==> config.mk <==
export PLATFORM = sky130hd
export DESIGN_NAME = lfsr_prng
export DESIGN_NICKNAME = d
export VERILOG_FILES = /design/src/rtl/lfsr_prng.sv
export SDC_FILE = /design/constraint.sdc
export NUM_CORES = 1
export LEC_CHECK = 0
export BUFFER_PORTS_ARGS = -buffer_cell sky130_fd_sc_hd__buf_4
export CAP_MARGIN = 40
export CORE_ASPECT_RATIO = 1.4
export CORE_MARGIN = 2
export CORE_UTILIZATION = 50
export DETAILED_ROUTE_END_ITERATION = 8
export GPL_ROUTABILITY_DRIVEN = 1
export GPL_TIMING_DRIVEN = 0
export PLACE_DENSITY = 0.79
export SYNTH_ARGS = -nofsm -noshare
export SYNTH_HDL_FRONTEND = slang
export SYNTH_SLANG_ARGS = --single-unit
export TNS_END_PERCENT = 50
==> constraint.sdc <==
create_clock -name clk_i -period 4.3 [get_ports clk_i]
set_input_delay 0.215 -clock clk_i [delete_from_list [all_inputs] [get_ports clk_i]]
set_output_delay 0.215 -clock clk_i [all_outputs]
set_load 0.05 [all_outputs]
==> src/rtl/lfsr_prng.sv <==
// Parametrised Fibonacci/Galois LFSR with seed load, zero-seed recovery
// and a valid/ready word packer for the generated bit stream.
module lfsr_prng #(
  parameter int              WIDTH = 32,
  parameter logic [WIDTH-1:0] TAPS = WIDTH'(32'h8020_0003),
  parameter logic [WIDTH-1:0] SEED = WIDTH'(1),
  parameter bit              MODE  = 1'b0,
  parameter int              OUT_W = 8
) (
  input  logic             clk_i,
  input  logic             reset_i,
  input  logic             enable_i,
  input  logic             load_i,
  input  logic [WIDTH-1:0] seed_i,
  output logic [WIDTH-1:0] state_o,
  output logic             bit_o,
  output logic [OUT_W-1:0] word_o,
  output logic             word_valid_o,
  input  logic             word_ready_i,
  output logic             stall_o,
  output logic             lockup_o
);

  localparam int CW = (OUT_W > 1) ? $clog2(OUT_W) : 1;
  localparam logic [CW-1:0] LAST = CW'(OUT_W - 1);
  localparam logic [WIDTH-1:0] SEED_NZ =
    (SEED == '0) ? WIDTH'(1) : SEED;

  logic [WIDTH-1:0] state_q, state_d;
  logic [OUT_W-1:0] coll_q, coll_d;
  logic [CW-1:0]    cnt_q, cnt_d;
  logic [OUT_W-1:0] word_q, word_d;
  logic             valid_q, valid_d;
  logic             lock_q, lock_d;

  logic [WIDTH-1:0] next_w;
  logic             bit_w;
  logic [OUT_W:0]   ext_w;
  logic             last_w;
  logic             stall_w;
  logic             step_w;
  logic             xfer_w;

  always_comb begin
    if (MODE) begin
      next_w = (state_q >> 1) ^ (state_q[0] ? TAPS : '0);
      bit_w  = state_q[0];
    end else begin
      next_w = {state_q[WIDTH-2:0], ^(state_q & TAPS)};
      bit_w  = state_q[WIDTH-1];
    end
  end

  // first bit of a word ends up in the MSB after OUT_W shifts
  assign ext_w   = {coll_q, bit_w};
  assign last_w  = (cnt_q == LAST);
  assign stall_w = valid_q & ~word_ready_i & last_w;
  assign step_w  = enable_i & ~load_i & ~stall_w;
  assign xfer_w  = valid_q & word_ready_i;

  always_comb begin
    state_d = state_q;
    coll_d  = coll_q;
    cnt_d   = cnt_q;
    word_d  = word_q;
    valid_d = valid_q;
    lock_d  = 1'b0;
    if (load_i) begin
      lock_d  = (seed_i == '0);
      state_d = (seed_i == '0) ? SEED_NZ : seed_i;
      coll_d  = '0;
      cnt_d   = '0;
    end else if (step_w) begin
      state_d = next_w;
      coll_d  = ext_w[OUT_W-1:0];
      cnt_d   = last_w ? '0 : cnt_q + CW'(1);
    end
    // a completing word wins over a transfer: no bubble
    if (step_w && last_w) begin
      word_d  = ext_w[OUT_W-1:0];
      valid_d = 1'b1;
    end else if (xfer_w) begin
      valid_d = 1'b0;
    end
  end

  always_ff @(posedge clk_i or posedge reset_i) begin
    if (reset_i) begin
      state_q <= SEED_NZ;
      coll_q  <= '0;
      cnt_q   <= '0;
      word_q  <= '0;
      valid_q <= 1'b0;
      lock_q  <= 1'b0;
    end else begin
      state_q <= state_d;
      coll_q  <= coll_d;
      cnt_q   <= cnt_d;
      word_q  <= word_d;
      valid_q <= valid_d;
      lock_q  <= lock_d;
    end
  end

  assign state_o      = state_q;
  assign bit_o        = bit_w;
  assign word_o       = word_q;
  assign word_valid_o = valid_q;
  assign stall_o      = enable_i & ~load_i & stall_w;
  assign lockup_o     = lock_q;

endmodule

==> impl_metrics.ini, run 1 <==
[clocking]
ctsResizeCount = 0
clkSlewWorstSetupHoldPaths_ns = 0.09
cts_max_level = 2
cts_tree = built
clk_latency_ns = 0.30
cts-root-buf = clkbuf_8
cts.sinks = 52
cts_buffers = 5
clk_path_buf_depth = 2

[detailed_routing]
vias = 2006
drc = 0
vias_per_cell = 5.31
wl_per_cell_um = 15.3
drt_iter0_drc = 97
firstDrtPassIters = 4
wl_mm = 5.78
ant_nets = 0

[timing]
tightest_slew_ns = 0.456
period_share_pct = 46.4
clock_skew_ns = 0.0115
timing.final.ws_setup_ns = 2.30
fmax_mhz = 501
post-route-min-period_ns = 2.00
rsz0062_at_grt = no
maxSlewViolCount = 0
hold_ws_ns = 0.0957
relSlewSlack_pct = 69.5
finalHoldViolations = 0
tns_ns = 0
setup_viol = 0

[placement]
post-dp-hpwl_mm = 4.39
post-place-ws_ns = 2.34
place_inst = 369
finalWeightedCongestion = 0.800
port_buffers = 80

[global_route]
grt_pass1_vias = 1969
overflow = 0
grt_start_max_net_pins = 32
antenna_found_initial = 0
grt_first_pass_wirelength_mm = 9.53
grt.total_usage_pct = 22.6

[worst_setup_path]
start_kind = register
crit_chain = ha_1 > ha_1 > nand3b_1 > nand3b_1 > buf_4 > buf_4 > a22oi_1 > nor2_1
critPathKind = reg -> reg
critPathMaxFanout = 10
crit_buf_inv = 2
slowest_stage = dfrtp_1
cp_top_family = adder cells
worstPathRequired_ns = 4.48
critical-path-max-stage-delay_ns = 0.41
cp_data_arrival_time_ns = 2.18
end_kind = register

[die]
io-pin-count = 81
placementRows = 29
die-width_um = 62.6
start_util_pct = 52.7
die_y_um = 86.1
core-area_um2 = 4570
dieArea_um2 = 5390

[layout]
fillerInstances = 381
finalNetCount = 354
drive_above_1_share_pct = 34.2
area_growth_pct = 33.6
diodes = 0
finalNonFillerCells = 378

[status]
status = finished, final reports clean

[yosys]
syn_area_per_cell_um2 = 10.7
synth.most_common_cell = dfrtp_1
ys_ff_latch = 52
synth_nets = 265
synth_commonest_cells = 51 x dfrtp_1, 49 x nand2_1, 32 x o21ai_0
async_reset_ff_share_pct = 100
yosysTopAreaCellShare_pct = 53.0
ys_warn_count = 0
syn-instance-count = 226
synth-edff-count = 0
yosysSeqAreaShare_pct = 54.1
syn_area_um2 = 2410
yosys-top-cells-area = dfrtp_1 53%, mux2i_1 12%, nand2_1 7.6%, o21ai_0 6.7%, mux2_2 4.7%
ys.flop_type = dfrtp_1
synth_cell_types = 28
yosys.area.top_type = dfrtp_1

[power_and_ir_drop]
p_int_mw = 0.784
p_leak_nw = 1.66
sequentialPowerShare_pct = 47.8
ir_drop_mv = 0.228
p_per_area_nw_per_um2 = 364
switching_power_mw = 0.386
pwr-share-comb_pct = 26.8
switching_share_pct = 33.0
power.clock.fraction_pct = 25.4

[flow_run]
max_cap_violations = 0

[hold_path]
worstHoldPathType = in -> reg
## layer usage
layer / up-vias / track usage [%] / wire [µm]
li1: 960 / - / -
met1: 983 / 28.3 / 2270
met2: 55 / 39.8 / 3190
met3: 8 / 4.59 / 236
met4: 0 / 6.46 / 81
met5: - / 0 / 0
## sequential cells by signal, summed over array words and instances (netlist names)
name / count
word_o: 8
state_o: 32
lockup_o: 1
word_valid_o: 1
coll_q: 7
cnt_q: 3
## area by class of cell
type	count	area, µm²	share of cell area [%]
Tap cell	62	77.6	2.41
Timing Repair Buffer	82	631	19.6
Inverter	2	7.51	0.233
Buffer	15	83.8	2.61
Sequential cell	52	1300	40.5
Clock buffer	8	100	3.11
Multi-Input combinational cell	157	1010	31.5
## worst reg2reg max path: stages (launching register included)
cell      delay (ns)
dfrtp_1         0.41
ha_1            0.21
ha_1            0.24
nand3b_1        0.15
nand3b_1        0.17
buf_4           0.24
buf_4           0.19
a22oi_1         0.20
nor2_1          0.06
## through the flow
step	power [mW]	area [µm²]	utilization, %
5_1_grt	1.23	3220	70.3
4_1_cts	1.18	3220	70.3
6_report	1.17	3220	70.3
2_1_floorplan	0.764	2410	-
3_5_place_dp	0.883	3110	67.9
3_3_place_gp	0.874	3090	67.5
## cell usage in the layout (no fill, tap or decap), drive strengths merged, types with 7 or more instances in the layout
cell	synthesis	final
buf	8	89
clkbuf	7	15
dfrtp	51	51
mux2	10	10
mux2i	30	30
nand2	50	50
nand3b	12	12
nor4	7	7
o21ai	32	32
## cell families (layout without fill, tap and decap cells)
logic type / Yosys count / in the layout / share of synthesized area [%]
AOI/OAI and AO/OA: 33 / 33 / 6.96
buffers and inverters: 17 / 107 / 3.79
muxes: 40 / 40 / 17.2
xor gates and xnor gates: 2 / 2 / 0.728
DFF: 52 / 52 / 54.1
adders and majority gates: 2 / 2 / 1.04
and+or+nand+nor: 80 / 80 / 16.2
## path summary, 6_finish.rpt
check	startpoint	endpoint	slack, ns	cells past startpoint
min in group asynchronous	reset_i	cnt_q[0]$_DFFE_PP0P_	0.48	3
min reg2reg	coll_q[0]$_DFFE_PP0P_	coll_q[1]$_DFFE_PP0P_	0.51	2
max	cnt_q[0]$_DFFE_PP0P_	cnt_q[0]$_DFFE_PP0P_	2.30	8
max in group asynchronous	reset_i	state_o[21]$_DFFE_PP0P_	3.30	4
max reg2reg	cnt_q[0]$_DFFE_PP0P_	cnt_q[0]$_DFFE_PP0P_	2.30	8
min	word_ready_i	word_valid_o$_DFFE_PP0P_	0.1	2
## power groups by stage
stage	logic (mW)	clock network [mW]	registers [mW]
after floorplan	0.0883	0	0.676
final	0.313	0.298	0.559
after global placement	0.307	0	0.566
after global routing	0.335	0.328	0.564
after detailed placement	0.315	0	0.568
after CTS	0.316	0.307	0.559
## timing repair
| item | CTS | global route |
|---|---|---|
| hold buffers | 1 | 0 |
| endpoints found under the setup margin | 0 | 0 |
| endpoints found under the hold margin | 20 | 0 |
| setup buffers | 0 | 0 |
(Power assumes the default switching activity.)
==> run 2, diff against run 1 <==
--- a/config.mk
+++ b/config.mk
@@ -5,6 +5,7 @@
 export SDC_FILE = /design/constraint.sdc
 export NUM_CORES = 1
 export LEC_CHECK = 0
+export ABC_AREA = 1
 export BUFFER_PORTS_ARGS = -buffer_cell sky130_fd_sc_hd__buf_4
 export CAP_MARGIN = 40
 export CORE_ASPECT_RATIO = 1.4
==> constraint.sdc (replaced) <==
create_clock -name clk_i -period 2.07 [get_ports clk_i]
set_input_delay 0.1035 -clock clk_i [delete_from_list [all_inputs] [get_ports clk_i]]
set_output_delay 0.1035 -clock clk_i [all_outputs]
set_load 0.05 [all_outputs]
==> impl_metrics.ini, run 2 <==
[detailed_routing]
wl_mm = 6.02
vias = 2404
firstDrtPassIters = 4
drt_iter0_drc = 120
vias_per_cell = 4.95
wl_per_cell_um = 12.4
drc = 0
ant_nets = 0

[yosys]
yosysSeqAreaShare_pct = 51.4
synth_cell_types = 20
synth_nets = 371
ys_ff_latch = 52
synth.most_common_cell = nand2_1
yosys.area.top_type = dfrtp_1
ys.flop_type = dfrtp_1
syn_area_per_cell_um2 = 7.63
yosys-top-cells-area = dfrtp_1 50%, nand2_1 15%, o21ai_0 12%, inv_1 6.7%, nor2_1 3.6%
syn_area_um2 = 2530
async_reset_ff_share_pct = 100
syn-instance-count = 332
yosysTopAreaCellShare_pct = 50.4
ys_warn_count = 0
synth-edff-count = 0
synth_commonest_cells = 102 x nand2_1, 61 x o21ai_0, 51 x dfrtp_1

[power_and_ir_drop]
p_leak_nw = 1.74
sequentialPowerShare_pct = 45.6
pwr-share-comb_pct = 32.2
switching_share_pct = 37.4
power.clock.fraction_pct = 22.1
ir_drop_mv = 0.429
p_int_mw = 1.61
p_per_area_nw_per_um2 = 772
p_total_mw = 2.57
switching_power_mw = 0.961

[timing]
fmax_mhz = 546
clock_skew_ns = 0.00575
rsz0062_at_grt = no
post-route-min-period_ns = 1.83
tightest_slew_ns = 0.516
setup_viol = 0
maxSlewViolCount = 0
timing.final.ws_setup_ns = 0.239
finalHoldViolations = 0
relSlewSlack_pct = 65.5
period_share_pct = 88.5
tns_ns = 0

[layout]
drive_above_1_share_pct = 25.6
largest_register_ffs = 32
diodes = 0
area_growth_pct = 31.4
final_common_cell = nand2_1
fillerInstances = 425
postLayoutCoreUtil_pct = 68.2
layout_common_cells = 102 x nand2_1, 82 x buf_4, 61 x o21ai_0, 51 x dfrtp_1, 44 x inv_1
finalNetCount = 460

[clocking]
cts_tree = built
cts_max_level = 2
cts.sinks = 52
clk_latency_ns = 0.30
ctsResizeCount = 0
cts_buffers = 5
clk_path_buf_depth = 2
cts-root-buf = clkbuf_8
clkSlewWorstSetupHoldPaths_ns = 0.09

[hold_path]
hold_start = word_ready_i
worstHoldPathType = in -> reg
min_to = word_valid_o$_DFFE_PP0P_
whs_path_depth = 4

[global_route]
overflow = 0
antenna_found_initial = 0
grt_first_pass_wirelength_mm = 10.1
grt_pass1_vias = 2311
grt.total_usage_pct = 22.7
grt_start_max_net_pins = 30

[worst_setup_path]
start_kind = register
r2r_slack_ns = 0.24
worstRegToRegCells = 7
critPathKind = reg -> reg
r2r_start = cnt_q[0]$_DFFE_PP0P_
cp_data_arrival_time_ns = 2.00
timing.rr.end = state_o[29]$_DFFE_PP0P_
worstPathRequired_ns = 2.24
critPathMaxFanout = 10
end_kind = register
critical-path-max-stage-delay_ns = 0.42
crit_chain = ha_1 > ha_1 > nand3_1 > nand2_2 > nand2_2 > clkbuf_1 > o21ai_0
slowest_stage = dfrtp_1

[status]
status = finished, final reports clean

[flow_run]
max_cap_violations = 0

[die]
placementRows = 30
core-area_um2 = 4880
io-pin-count = 81
dieArea_um2 = 5660
die-width_um = 64.1
die_y_um = 88.2
start_util_pct = 51.9

[placement]
post-place-ws_ns = 0.233
finalWeightedCongestion = 0.828
post-dp-hpwl_mm = 4.58
port_buffers = 80
==> run 2: kinds of logic (layout without fill, tap and decap cells) <==
family / Yosys count / in the layout / share of synthesized area, %
fa+ha+maj: 2 / 2 / 0.988
flops: 52 / 52 / 51.4
compound gates: 79 / 79 / 16.2
buf+inv: 64 / 154 / 10.8
simple gates: 135 / 135 / 20.7
==> run 2: how the worst max path moves through the flow <==
stage / startpoint / end / slack (ns) / cells after the start
4_1_cts: cnt_q[0]$_DFFE_PP0P_ / state_o[9]$_DFFE_PP0P_ / 0.21 / 7
3_5_place_dp: cnt_q[0]$_DFFE_PP0P_ / state_o[9]$_DFFE_PP0P_ / 0.23 / 7
5_1_grt: cnt_q[0]$_DFFE_PP0P_ / state_o[9]$_DFFE_PP0P_ / 0.07 / 7
3_3_place_gp: reset_i / state_o[26]$_DFFE_PP0P_ / 0.06 / 2
6_report: cnt_q[0]$_DFFE_PP0P_ / state_o[29]$_DFFE_PP0P_ / 0.24 / 7
2_1_floorplan: word_valid_o$_DFFE_PP0P_ / stall_o / 0.48 / 2
==> run 2: routing by layer <==
metal,routed length (µm),track usage [%],vias up
met2,3150,41.0,67
li1,-,-,1208
met1,2440,27.0,1121
met3,339,5.14,8
met4,86,7.16,0
met5,0,0,-
==> run 2: critical path: cells and delay by family (launching register included) <==
family	cells	cell delay (ns)
buffers and inverters	1	0.32
AND/OR/NAND/NOR	3	0.38
flip-flops	1	0.42
AO/OA/AOI/OAI	1	0.16
adder cells (fa/ha/maj)	2	0.42
==> run 2: power by group through the flow <==
stage | combinational, mW | sequential [mW] | clock, mW
finish | 0.828 | 1.17 | 0.568
global route | 0.898 | 1.18 | 0.614
CTS | 0.832 | 1.17 | 0.576
detailed placement | 0.828 | 1.19 | 0
global placement | 0.813 | 1.19 | 0
floorplan | 0.249 | 1.48 | 0
==> run 2: cell type report <==
type	count	area (µm²)	share of cell area [%]
multi-input combinational	216	957	28.8
sequential	52	1300	39.1
tap	64	80.1	2.41
inverter	47	176	5.30
timing repair buffer	82	631	18.9
clock buffer	6	72.6	2.18
clock inverter	2	12.5	0.376
buffer	17	96.3	2.89
==> run 2: metrics by stage <==
| step | hold slack (ns) | cells | cell area [µm²] |
|---|---|---|---|
| 2_1_floorplan | 0.259 | 332 | 2530 |
| 3_3_place_gp | 0.358 | 476 | 3210 |
| 3_5_place_dp | 0.183 | 477 | 3230 |
| 4_1_cts | 0.0387 | 486 | 3330 |
| 5_1_grt | 0.0713 | 486 | 3330 |
| 6_report | 0.0387 | 486 | 3330 |
==> run 2: timing repair <==
item | CTS | global route
setup buffers | 0 | 0
hold endpoints to repair | 23 | 0
hold buffers | 1 | 0
==> run 3, diff against run 2 <==
--- a/config.mk
+++ b/config.mk
@@ -8,13 +8,16 @@
 export ABC_AREA = 1
 export BUFFER_PORTS_ARGS = -buffer_cell sky130_fd_sc_hd__buf_4
 export CAP_MARGIN = 40
+export CELL_PAD_IN_SITES_DETAIL_PLACEMENT = 1
+export CELL_PAD_IN_SITES_GLOBAL_PLACEMENT = 1
 export CORE_ASPECT_RATIO = 1.4
 export CORE_MARGIN = 2
-export CORE_UTILIZATION = 50
+export CORE_UTILIZATION = 37
+export CTS_BUF_LIST = sky130_fd_sc_hd__clkbuf_8
 export DETAILED_ROUTE_END_ITERATION = 8
 export GPL_ROUTABILITY_DRIVEN = 1
 export GPL_TIMING_DRIVEN = 0
-export PLACE_DENSITY = 0.79
+export PLACE_DENSITY = 0.81
 export SYNTH_ARGS = -nofsm -noshare
 export SYNTH_HDL_FRONTEND = slang
 export SYNTH_SLANG_ARGS = --single-unit
==> impl_metrics.ini, run 3 (synthesis gave the netlist of run 2 again) <==
[timing]
period_share_pct = 89.1
rsz0062_at_grt = no
setup_viol = 0
maxSlewViolCount = 0
relSlewSlack_pct = 71.6
tightest_slew_ns = 0.425
post-route-min-period_ns = 1.84
timing.final.ws_setup_ns = 0.226
clock_skew_ns = 0.00593
finalHoldViolations = 0
fmax_mhz = 542

[global_route]
antenna_found_initial = 0
grt_use_met1_pct = 21.5
grt_pass1_vias = 2560
gr-usage-met2_pct = 37.0
busiest_layer = met2
grt.total_usage_pct = 19.5
grt_first_pass_wirelength_mm = 11.5
met3_usage_pct = 3.65
grt_start_max_net_pins = 34
overflow = 0

[die]
io-pin-count = 81
dieArea_um2 = 7530
core-area_um2 = 6610
placementRows = 35
die_y_um = 102
die-width_um = 73.9
start_util_pct = 38.3

[clocking]
cts-root-buf = clkbuf_8
ctsResizeCount = 0
cts_max_level = 2
cts.hold.buffers_added = 1
clk_latency_ns = 0.30
clkSlewWorstSetupHoldPaths_ns = 0.10
cts_buffers = 5
cts_setup_buffers = 0
cts_tree = built
clk_path_buf_depth = 2
cts.sinks = 52

[detailed_routing]
drc = 0
vias_per_cell = 4.76
ant_nets = 0
wl_mm = 6.93
drt_iter0_drc = 62
wl_per_cell_um = 13.5
firstDrtPassIters = 4
vias = 2449

[layout]
diodes = 0
largest_register_ffs = 32
area_growth_pct = 33.8
layout_common_cells = 102 x nand2_1, 82 x buf_4, 61 x o21ai_0, 51 x dfrtp_1, 44 x inv_1
drive_above_1_share_pct = 25.8
finalNetCount = 460
final_common_cell = nand2_1
postLayoutCoreUtil_pct = 51.3
finalNonFillerCells = 514

[worst_setup_path]
worstPathRequired_ns = 2.24
crit_start = cnt_q[0]$_DFFE_PP0P_
critPathKind = reg -> reg
critical-path-max-stage-delay_ns = 0.42
critPathMaxFanout = 10
crit_chain = ha_1 > ha_1 > nand3_1 > nand2_2 > nand2_2 > clkbuf_1 > o21ai_0
r2r_slack_ns = 0.23
worstRegToRegCells = 7
slowest_stage = dfrtp_1
end_kind = register
crit_buf_inv = 1
r2r_start = cnt_q[0]$_DFFE_PP0P_
cp_top_family = adder cells
timing.rr.end = state_o[31]$_DFFE_PP0P_
cp_data_arrival_time_ns = 2.02
start_kind = register

[power_and_ir_drop]
p_leak_nw = 1.76
ir_drop_mv = 0.374
p_per_area_nw_per_um2 = 801

[hold_path]
hold_start = word_ready_i
worstHoldPathType = in -> reg
whs_path_depth = 4
min_to = word_valid_o$_DFFE_PP0P_

[placement]
post-place-ws_ns = 0.221
finalWeightedCongestion = 0.773
port_buffers = 80
post-dp-hpwl_mm = 5.50
place_inst = 505

[flow_run]
max_cap_violations = 0

[status]
status = finished, final reports clean
run 3: tightest hold or removal path: stages:
cell and delay [ns]:
buf_4 0.08, inv_1 0.04, nand2_1 0.06, nand2_1 0.05
run 3: worst max path at each step:
stage,to,slack [ns],cells past startpoint
floorplan,stall_o,0.48,2
global route,state_o[8]$_DFFE_PP0P_,0.06,7
detailed placement,state_o[8]$_DFFE_PP0P_,0.22,7
CTS,state_o[31]$_DFFE_PP0P_,0.21,7
finish,state_o[31]$_DFFE_PP0P_,0.23,7
global placement,state_o[27]$_DFFE_PP0P_,-0.04,2
run 3: routing by layer:
layer	wire [µm]	part of all wire [%]
met5	0	0
met3	330	4.8
met1	2660	38
met4	91	1.3
met2	3850	56
run 3: cell type report:
cell class                 instances  area (µm²)
inverter                          47         176
fill                             863        3220
clock buffer                       5        68.8
sequential                        52        1300
multi-input combinational        216         957
buffer                            17        96.3
tap                               92         115
timing repair buffer              82         631
clock inverter                     3        42.5
run 3: per-stage QoR:
step | hold slack (ns) | setup TNS, ns | instance area (µm²) | power (mW)
3_5_place_dp | 0.140 | 0 | 3270 | 2.04
6_report | 0.0557 | 0 | 3390 | 2.71
3_3_place_gp | 0.358 | -1.80 | 3250 | 2.02
4_1_cts | 0.0615 | 0 | 3390 | 2.74
5_1_grt | 0.0742 | 0 | 3390 | 2.85
2_1_floorplan | 0.259 | 0 | 2530 | 1.73
run 3: where the power goes:
part	leakage (nW)	internal (mW)	total, mW	switching, mW
sequential	0.673	1.11	1.17	0.0644
clock	0.0541	0.358	0.703	0.345
combinational	1.03	0.261	0.836	0.575
